<file path="src/rtl/seq_pkg.sv">
// Shared opcode constants, state encoding and decoded-control struct for the sequencer.
package seq_pkg;

   localparam logic [3:0] OP_NOP = 4'h0;
   localparam logic [3:0] OP_LDA = 4'h1;
   localparam logic [3:0] OP_ADD = 4'h2;
   localparam logic [3:0] OP_SUB = 4'h3;
   localparam logic [3:0] OP_STA = 4'h4;
   localparam logic [3:0] OP_LDI = 4'h5;
   localparam logic [3:0] OP_JMP = 4'h6;
   localparam logic [3:0] OP_JC  = 4'h7;
   localparam logic [3:0] OP_JZ  = 4'h8;
   localparam logic [3:0] OP_IN  = 4'h9;
   localparam logic [3:0] OP_OUT = 4'hE;
   localparam logic [3:0] OP_HLT = 4'hF;

   // T0..T4 are consecutive so the step counter can simply increment.
   localparam logic [2:0] ST_INIT = 3'd0;
   localparam logic [2:0] ST_T0   = 3'd1;
   localparam logic [2:0] ST_T1   = 3'd2;
   localparam logic [2:0] ST_T2   = 3'd3;
   localparam logic [2:0] ST_T3   = 3'd4;
   localparam logic [2:0] ST_T4   = 3'd5;
   localparam logic [2:0] ST_HALT = 3'd6;

   // All fields active-high; the top inverts the active-low bus selects.
   typedef struct packed {
      logic clr;
      logic ce;
      logic su;
      logic ai;
      logic bi;
      logic oi;
      logic ii;
      logic fi;
      logic mi;
      logic ri;
      logic j;
      logic aout;
      logic bout;
      logic iout;
      logic cout;
      logic eout;
      logic rout;
      logic nout;
      logic hlt;
   } ctrl_t;

   function automatic logic [2:0] last_step(input logic [3:0] op);
      case (op)
         OP_LDA, OP_STA: last_step = ST_T3;
         OP_ADD, OP_SUB: last_step = ST_T4;
         default:        last_step = ST_T2;
      endcase
   endfunction

endpackage

</file>
<file path="src/rtl/seq_if.sv">
// Sequencer <-> datapath control bundle: master is the sequencer, slave the datapath.
interface seq_if;
   logic       RUN;
   logic [3:0] OPCODE;
   logic       CF, ZF;
   logic       CLR;
   logic       CE, SU, AIn, BIn, OIn, IIn, FIn, MIn, RI;
   logic       Jn, DOn, AOn, BOn, IOn, COn, EOn, ROn, NOn;
   logic       HLT;

   modport master (
      input  RUN, OPCODE, CF, ZF,
      output CLR, CE, SU, AIn, BIn, OIn, IIn, FIn, MIn, RI,
      output Jn, DOn, AOn, BOn, IOn, COn, EOn, ROn, NOn, HLT
   );

   modport slave (
      output RUN, OPCODE, CF, ZF,
      input  CLR, CE, SU, AIn, BIn, OIn, IIn, FIn, MIn, RI,
      input  Jn, DOn, AOn, BOn, IOn, COn, EOn, ROn, NOn, HLT
   );
endinterface

</file>
<file path="src/rtl/seq_decode.sv">
// Combinational microcode table: (state, opcode, flags, run) -> active-high controls.
module seq_decode
   import seq_pkg::*;
(
   input  logic [2:0] state,
   input  logic [3:0] opcode,
   input  logic       cf,
   input  logic       zf,
   input  logic       run,
   output ctrl_t      ctrl
);

   always_comb begin
      ctrl = '0;
      case (state)
         ST_INIT: ctrl.clr = 1'b1;
         ST_HALT: ctrl.hlt = 1'b1;
         ST_T0: if (run) begin
            ctrl.cout = 1'b1;
            ctrl.mi   = 1'b1;
         end
         ST_T1: if (run) begin
            ctrl.rout = 1'b1;
            ctrl.ii   = 1'b1;
            ctrl.ce   = 1'b1;
         end
         ST_T2: if (run) begin
            case (opcode)
               OP_LDA, OP_ADD, OP_SUB, OP_STA: begin
                  ctrl.iout = 1'b1;
                  ctrl.mi   = 1'b1;
               end
               OP_LDI: begin
                  ctrl.iout = 1'b1;
                  ctrl.ai   = 1'b1;
               end
               OP_JMP: begin
                  ctrl.iout = 1'b1;
                  ctrl.j    = 1'b1;
               end
               // Conditional jumps still drive the operand; only the load is gated.
               OP_JC: begin
                  ctrl.iout = 1'b1;
                  ctrl.j    = cf;
               end
               OP_JZ: begin
                  ctrl.iout = 1'b1;
                  ctrl.j    = zf;
               end
               OP_IN: begin
                  ctrl.nout = 1'b1;
                  ctrl.ai   = 1'b1;
               end
               OP_OUT: begin
                  ctrl.aout = 1'b1;
                  ctrl.oi   = 1'b1;
               end
               default: ;
            endcase
         end
         ST_T3: if (run) begin
            case (opcode)
               OP_LDA: begin
                  ctrl.rout = 1'b1;
                  ctrl.ai   = 1'b1;
               end
               OP_ADD, OP_SUB: begin
                  ctrl.rout = 1'b1;
                  ctrl.bi   = 1'b1;
               end
               OP_STA: begin
                  ctrl.aout = 1'b1;
                  ctrl.ri   = 1'b1;
               end
               default: ;
            endcase
         end
         ST_T4: if (run && (opcode == OP_ADD || opcode == OP_SUB)) begin
            ctrl.eout = 1'b1;
            ctrl.ai   = 1'b1;
            ctrl.fi   = 1'b1;
            ctrl.su   = (opcode == OP_SUB);
         end
         default: ;
      endcase
   end

endmodule

</file>
<file path="src/rtl/sequencer.sv">
// Instruction step sequencer: state register + next-state; microcode lives in seq_decode.
// Define SEQ_EARLY_END_EN to return to T0 right after an instruction's last active step.
module sequencer
   import seq_pkg::*;
(
   input  logic CLK,
   input  logic RESETn,
   seq_if.master bus
);

   logic [2:0] state, state_nxt;
   ctrl_t      ctrl;

   always_ff @(posedge CLK or negedge RESETn) begin
      if (!RESETn) state <= ST_INIT;
      else         state <= state_nxt;
   end

   always_comb begin
      state_nxt = state;
      case (state)
         ST_INIT: state_nxt = ST_T0;
         ST_HALT: state_nxt = ST_HALT;
         default: if (bus.RUN) begin
            if (state == ST_T2 && bus.OPCODE == OP_HLT)
               state_nxt = ST_HALT;
            else if (state == ST_T4)
               state_nxt = ST_T0;
`ifdef SEQ_EARLY_END_EN
            else if (state == last_step(bus.OPCODE))
               state_nxt = ST_T0;
`endif
            else
               state_nxt = state + 3'd1;  // unused code 7 wraps to INIT
         end
      endcase
   end

   seq_decode u_decode (
      .state  (state),
      .opcode (bus.OPCODE),
      .cf     (bus.CF),
      .zf     (bus.ZF),
      .run    (bus.RUN),
      .ctrl   (ctrl)
   );

   assign bus.CLR = ctrl.clr;
   assign bus.CE  = ctrl.ce;
   assign bus.SU  = ctrl.su;
   assign bus.AIn = ctrl.ai;
   assign bus.BIn = ctrl.bi;
   assign bus.OIn = ctrl.oi;
   assign bus.IIn = ctrl.ii;
   assign bus.FIn = ctrl.fi;
   assign bus.MIn = ctrl.mi;
   assign bus.RI  = ctrl.ri;
   assign bus.Jn  = ~ctrl.j;
   assign bus.DOn = 1'b1;
   assign bus.AOn = ~ctrl.aout;
   assign bus.BOn = ~ctrl.bout;
   assign bus.IOn = ~ctrl.iout;
   assign bus.COn = ~ctrl.cout;
   assign bus.EOn = ~ctrl.eout;
   assign bus.ROn = ~ctrl.rout;
   assign bus.NOn = ~ctrl.nout;
   assign bus.HLT = ctrl.hlt;

endmodule

</file>
<file path="src/flat_wrapper.sv">
// flat-port wrapper written by rule: the top's interface ports become plain ports
module sequencer_flat import seq_pkg::*;
  (CLK, RESETn, bus_RUN, bus_OPCODE, bus_CF, bus_ZF, bus_CLR, bus_CE, bus_SU, bus_AIn, bus_BIn, bus_OIn, bus_IIn, bus_FIn, bus_MIn, bus_RI, bus_Jn, bus_DOn, bus_AOn, bus_BOn, bus_IOn, bus_COn, bus_EOn, bus_ROn, bus_NOn, bus_HLT);
  seq_if bus_i ();
  input  logic CLK;
  input  logic RESETn;
  input wire logic [$bits(bus_i.RUN)-1:0] bus_RUN;
  input wire logic [$bits(bus_i.OPCODE)-1:0] bus_OPCODE;
  input wire logic [$bits(bus_i.CF)-1:0] bus_CF;
  input wire logic [$bits(bus_i.ZF)-1:0] bus_ZF;
  output wire logic [$bits(bus_i.CLR)-1:0] bus_CLR;
  output wire logic [$bits(bus_i.CE)-1:0] bus_CE;
  output wire logic [$bits(bus_i.SU)-1:0] bus_SU;
  output wire logic [$bits(bus_i.AIn)-1:0] bus_AIn;
  output wire logic [$bits(bus_i.BIn)-1:0] bus_BIn;
  output wire logic [$bits(bus_i.OIn)-1:0] bus_OIn;
  output wire logic [$bits(bus_i.IIn)-1:0] bus_IIn;
  output wire logic [$bits(bus_i.FIn)-1:0] bus_FIn;
  output wire logic [$bits(bus_i.MIn)-1:0] bus_MIn;
  output wire logic [$bits(bus_i.RI)-1:0] bus_RI;
  output wire logic [$bits(bus_i.Jn)-1:0] bus_Jn;
  output wire logic [$bits(bus_i.DOn)-1:0] bus_DOn;
  output wire logic [$bits(bus_i.AOn)-1:0] bus_AOn;
  output wire logic [$bits(bus_i.BOn)-1:0] bus_BOn;
  output wire logic [$bits(bus_i.IOn)-1:0] bus_IOn;
  output wire logic [$bits(bus_i.COn)-1:0] bus_COn;
  output wire logic [$bits(bus_i.EOn)-1:0] bus_EOn;
  output wire logic [$bits(bus_i.ROn)-1:0] bus_ROn;
  output wire logic [$bits(bus_i.NOn)-1:0] bus_NOn;
  output wire logic [$bits(bus_i.HLT)-1:0] bus_HLT;
  assign bus_i.RUN = bus_RUN;
  assign bus_i.OPCODE = bus_OPCODE;
  assign bus_i.CF = bus_CF;
  assign bus_i.ZF = bus_ZF;
  assign bus_CLR = bus_i.CLR;
  assign bus_CE = bus_i.CE;
  assign bus_SU = bus_i.SU;
  assign bus_AIn = bus_i.AIn;
  assign bus_BIn = bus_i.BIn;
  assign bus_OIn = bus_i.OIn;
  assign bus_IIn = bus_i.IIn;
  assign bus_FIn = bus_i.FIn;
  assign bus_MIn = bus_i.MIn;
  assign bus_RI = bus_i.RI;
  assign bus_Jn = bus_i.Jn;
  assign bus_DOn = bus_i.DOn;
  assign bus_AOn = bus_i.AOn;
  assign bus_BOn = bus_i.BOn;
  assign bus_IOn = bus_i.IOn;
  assign bus_COn = bus_i.COn;
  assign bus_EOn = bus_i.EOn;
  assign bus_ROn = bus_i.ROn;
  assign bus_NOn = bus_i.NOn;
  assign bus_HLT = bus_i.HLT;
  sequencer u_core (.CLK(CLK), .RESETn(RESETn), .bus(bus_i));
endmodule
</file>
<file path="config.mk">
export PLATFORM = sky130hd
export DESIGN_NAME = sequencer_flat
export DESIGN_NICKNAME = d
export VERILOG_FILES = /design/src/rtl/seq_pkg.sv /design/src/rtl/seq_if.sv /design/src/rtl/seq_decode.sv /design/src/rtl/sequencer.sv /design/src/flat_wrapper.sv
export SDC_FILE = /design/constraint.sdc
export NUM_CORES = 1
export LEC_CHECK = 0
export ABC_AREA = 1
export CAP_MARGIN = 10
export CORE_MARGIN = 3
export CORE_UTILIZATION = 41
export DETAILED_ROUTE_END_ITERATION = 8
export GPL_ROUTABILITY_DRIVEN = 1
export MAX_ROUTING_LAYER = met4
export PLACE_DENSITY = 0.88
export SLEW_MARGIN = 20
export SYNTH_ARGS = -nofsm -noshare
export SYNTH_HDL_FRONTEND = slang
export SYNTH_SLANG_ARGS = --single-unit
</file>
<file path="constraint.sdc">
create_clock -name CLK -period 2 [get_ports CLK]
set_input_delay 0.3 -clock CLK [delete_from_list [all_inputs] [get_ports CLK]]
set_output_delay 0.3 -clock CLK [all_outputs]
set_load 0.02 [all_outputs]
</file>
==> impl_metrics.py <==
metrics = {
    "placement": {
        "gp_congestion": 0.886,
        "numPortBuffers": 26,
        "hpwl_mm": 1.64,
        "dp_slack_ps": -391,
    },
    "route": {
        "dr.pass1.iters": 4,
        "ant_nets": 0,
        "drt_iter0_drc": 47,
        "drc": 0,
        "routed_wl_mm": 2.22,
        "vias_per_cell": 5.23,
        "num_vias": 826,
        "wl_per_cell_um": 14.1,
    },
    "timing": {
        "tns_ps": 0,
        "finalMaxSlewViolations": 0,
        "hold_violations": 0,
        "setup_slack_ps": 35.2,
        "post-route-period-util_pct": 98.2,
        "final-setup-viol-count": 0,
        "finClkSkew_ps": 1.54,
        "fmax_mhz": 509,
        "min_period_ps": 1960,
        "fin_hold_ws_ps": 255,
    },
    "synthesis": {
        "yosysWarnings": 0,
        "syn_inst": 95,
        "ys_seq_area_share_pct": 13.9,
        "synthesis.area_um2": 542,
        "yosys.area.top_type": "nand2_1",
        "synth_cell_types": 19,
        "synthTopCellsByArea": "nand2_1 (16%), dfrtp_1 (14%), nor2_1 (9.7%)",
        "ys_seq_elements": 3,
        "synth_top_area_share_pct": 15.9,
        "avgSynthCellArea_um2": 5.70,
    },
    "pwr": {
        "power.density_nw_per_um2": 890,
        "power_leakage_nw": 0.584,
        "vdd_ir_drop_max_uv": 783,
        "finalPower_w": 0.000882,
    },
    "grt": {
        "grt_use_met3_pct": 2.15,
        "first_global_vias": 755,
        "met1_usage_pct": 23.5,
        "grt_usage_pct": 22.2,
        "busiest_layer": "met2",
        "antenna_found_initial": 0,
        "grt_overflow": 0,
        "grt_pass1_wl_mm": 3.02,
        "gr-usage-met2_pct": 36.8,
        "grt_max_degree": 8,
    },
    "critical_path": {
        "worstSetupStartpoint": "bus_RUN",
        "cp.required_ps": 1700,
        "setup.reg_to_reg.worst_slack_ps": 720,
        "cp_slowest_stage_delay_ps": 510,
        "worstPathMaxFanout": 4,
        "r2r_end": "u_core.state[2]$_DFFE_PN0P_",
        "reg2reg_from": "u_core.state[1]$_DFFE_PN0P_",
        "crit_path_start_kind": "input pin",
        "crit_path_top_delay_cell": "clkdlybuf4s50_1",
        "critPathMostFrequentCell": "buf_4",
        "critPathArrivalTime_ps": 1660,
        "worst-setup-path-type": "input pin to output pin",
        "crit_chain": "clkdlybuf4s50_1 -> buf_4 -> buf_4 -> nand4_1 -> buf_4 -> dlygate4sd2_1",
        "critPathCaptureType": "output pin",
        "reg2reg_depth": 8,
    },
    "finish": {
        "utilization_pct": 84.6,
        "area_growth_pct": 82.9,
        "diodes": 0,
        "fill_cells": 74,
        "multi_input_area_um2": 407,
        "nets": 155,
        "drive_above_1_share_pct": 37.5,
        "top_regs": "u_core.state: 3 flops",
        "seqCellArea_um2": 75.1,
        "largest_reg_flops": 3,
        "top_register": "u_core.state",
    },
    "clock_tree": {
        "numCtsBuffers": 3,
        "cts_hold_buffers": 0,
        "cts_root_buffer": "clkbuf_4",
        "cts_tree": "done",
        "cts_setup_buffers": 0,
        "post_cts_resized": 31,
        "clkSlewWorstSetupHoldPaths_ps": 40,
        "cts_buffer_depth": 2,
        "htreeDepth": 1,
        "clock-sinks": 3,
        "clkLatencyLatePin_ps": 230,
    },
    "hold_path": {
        "hp-class": "input pin to async pin",
    },
    "floorplanning": {
        "die_x_um": 42.4,
        "std_cell_rows": 12,
        "fp.dieArea_um2": 1790,
        "core_area_um2": 1170,
        "die-height_um": 42.4,
        "io_pins": 29,
        "initial_core_util_pct": 46.3,
    },
    "run": {
        "drv_cap": 0,
    },
    "outcome": {
        "run_status": "finished clean",
    },
}
## layer usage
metal | vias to the layer above | routed length [µm]
li1 | 392 | -
met1 | 378 | 846
met2 | 46 | 1160
met3 | 10 | 115
met4 | 0 | 102
met5 | - | 0
## cells in the final DEF, fill, tap and decap left out, drive strengths merged
master / count
inv: 17
nor2: 18
clkdlybuf4s15: 4
nand3: 12
clkbuf: 7
dfrtp: 3
nor3: 2
dlygate4sd2: 11
o21ai: 6
ha: 1
clkdlybuf4s50: 4
dlymetal6s2s: 3
nand4: 3
nand2: 25
o21bai: 2
conb: 2
buf: 23
a21oi: 1
## kinds of logic after synthesis
| logic type | after synthesis | synth area share (%) |
|---|---|---|
| flops | 3 | 13.9 |
| buf+inv | 21 | 17.3 |
| simple gates | 60 | 55.9 |
| other cells | 1 | 0.692 |
| fa+ha+maj | 1 | 2.31 |
| compound gates | 9 | 9.93 |
## worst max-delay path: cells and delay by family
| family | cells | cell delay, ps |
|---|---|---|
| simple gates | 1 | 120 |
| buf+inv | 5 | 1230 |
## final cells by class
type                    count  area share (%)
multi-input cells          72            41.0
inverters                  17            6.44
clock buffers               4            2.65
well taps                  14            1.77
flip-flops and latches      3            7.58
repair buffers             48            40.5
## power breakdown
part	switching (W)	leakage, nW	internal, W	total, W
clock	0.0000344	0.0150	0.0000750	0.000109
combinational	0.000396	0.533	0.000263	0.000659
sequential	0.0000216	0.0358	0.0000918	0.000113
## metrics by stage
| step | instances | cell area (µm²) |
|---|---|---|
| CTS | 158 | 980 |
| finish | 158 | 991 |
| global route | 158 | 991 |
| global placement | 154 | 958 |
| floorplan | 96 | 546 |
| detailed placement | 154 | 958 |
## worst max path at each step
stage / cells past startpoint / end
6_report: 6 / bus_COn
5_1_grt: 8 / bus_OIn
4_1_cts: 7 / bus_FIn
3_5_place_dp: 7 / bus_AIn
3_3_place_gp: 7 / bus_AIn
2_1_floorplan: 8 / bus_AOn
## Yosys cell counts (all sizes together)
| master | n |
|---|---|
| nand3 | 12 |
| a21oi | 1 |
| nor2 | 18 |
| o21ai | 6 |
| nand4 | 3 |
| nor3 | 2 |
| nand2 | 25 |
| inv | 17 |
| conb | 1 |
| o21bai | 2 |
| buf | 4 |
| ha | 1 |
| dfrtp | 3 |
Power figures use the tool's default switching activity.
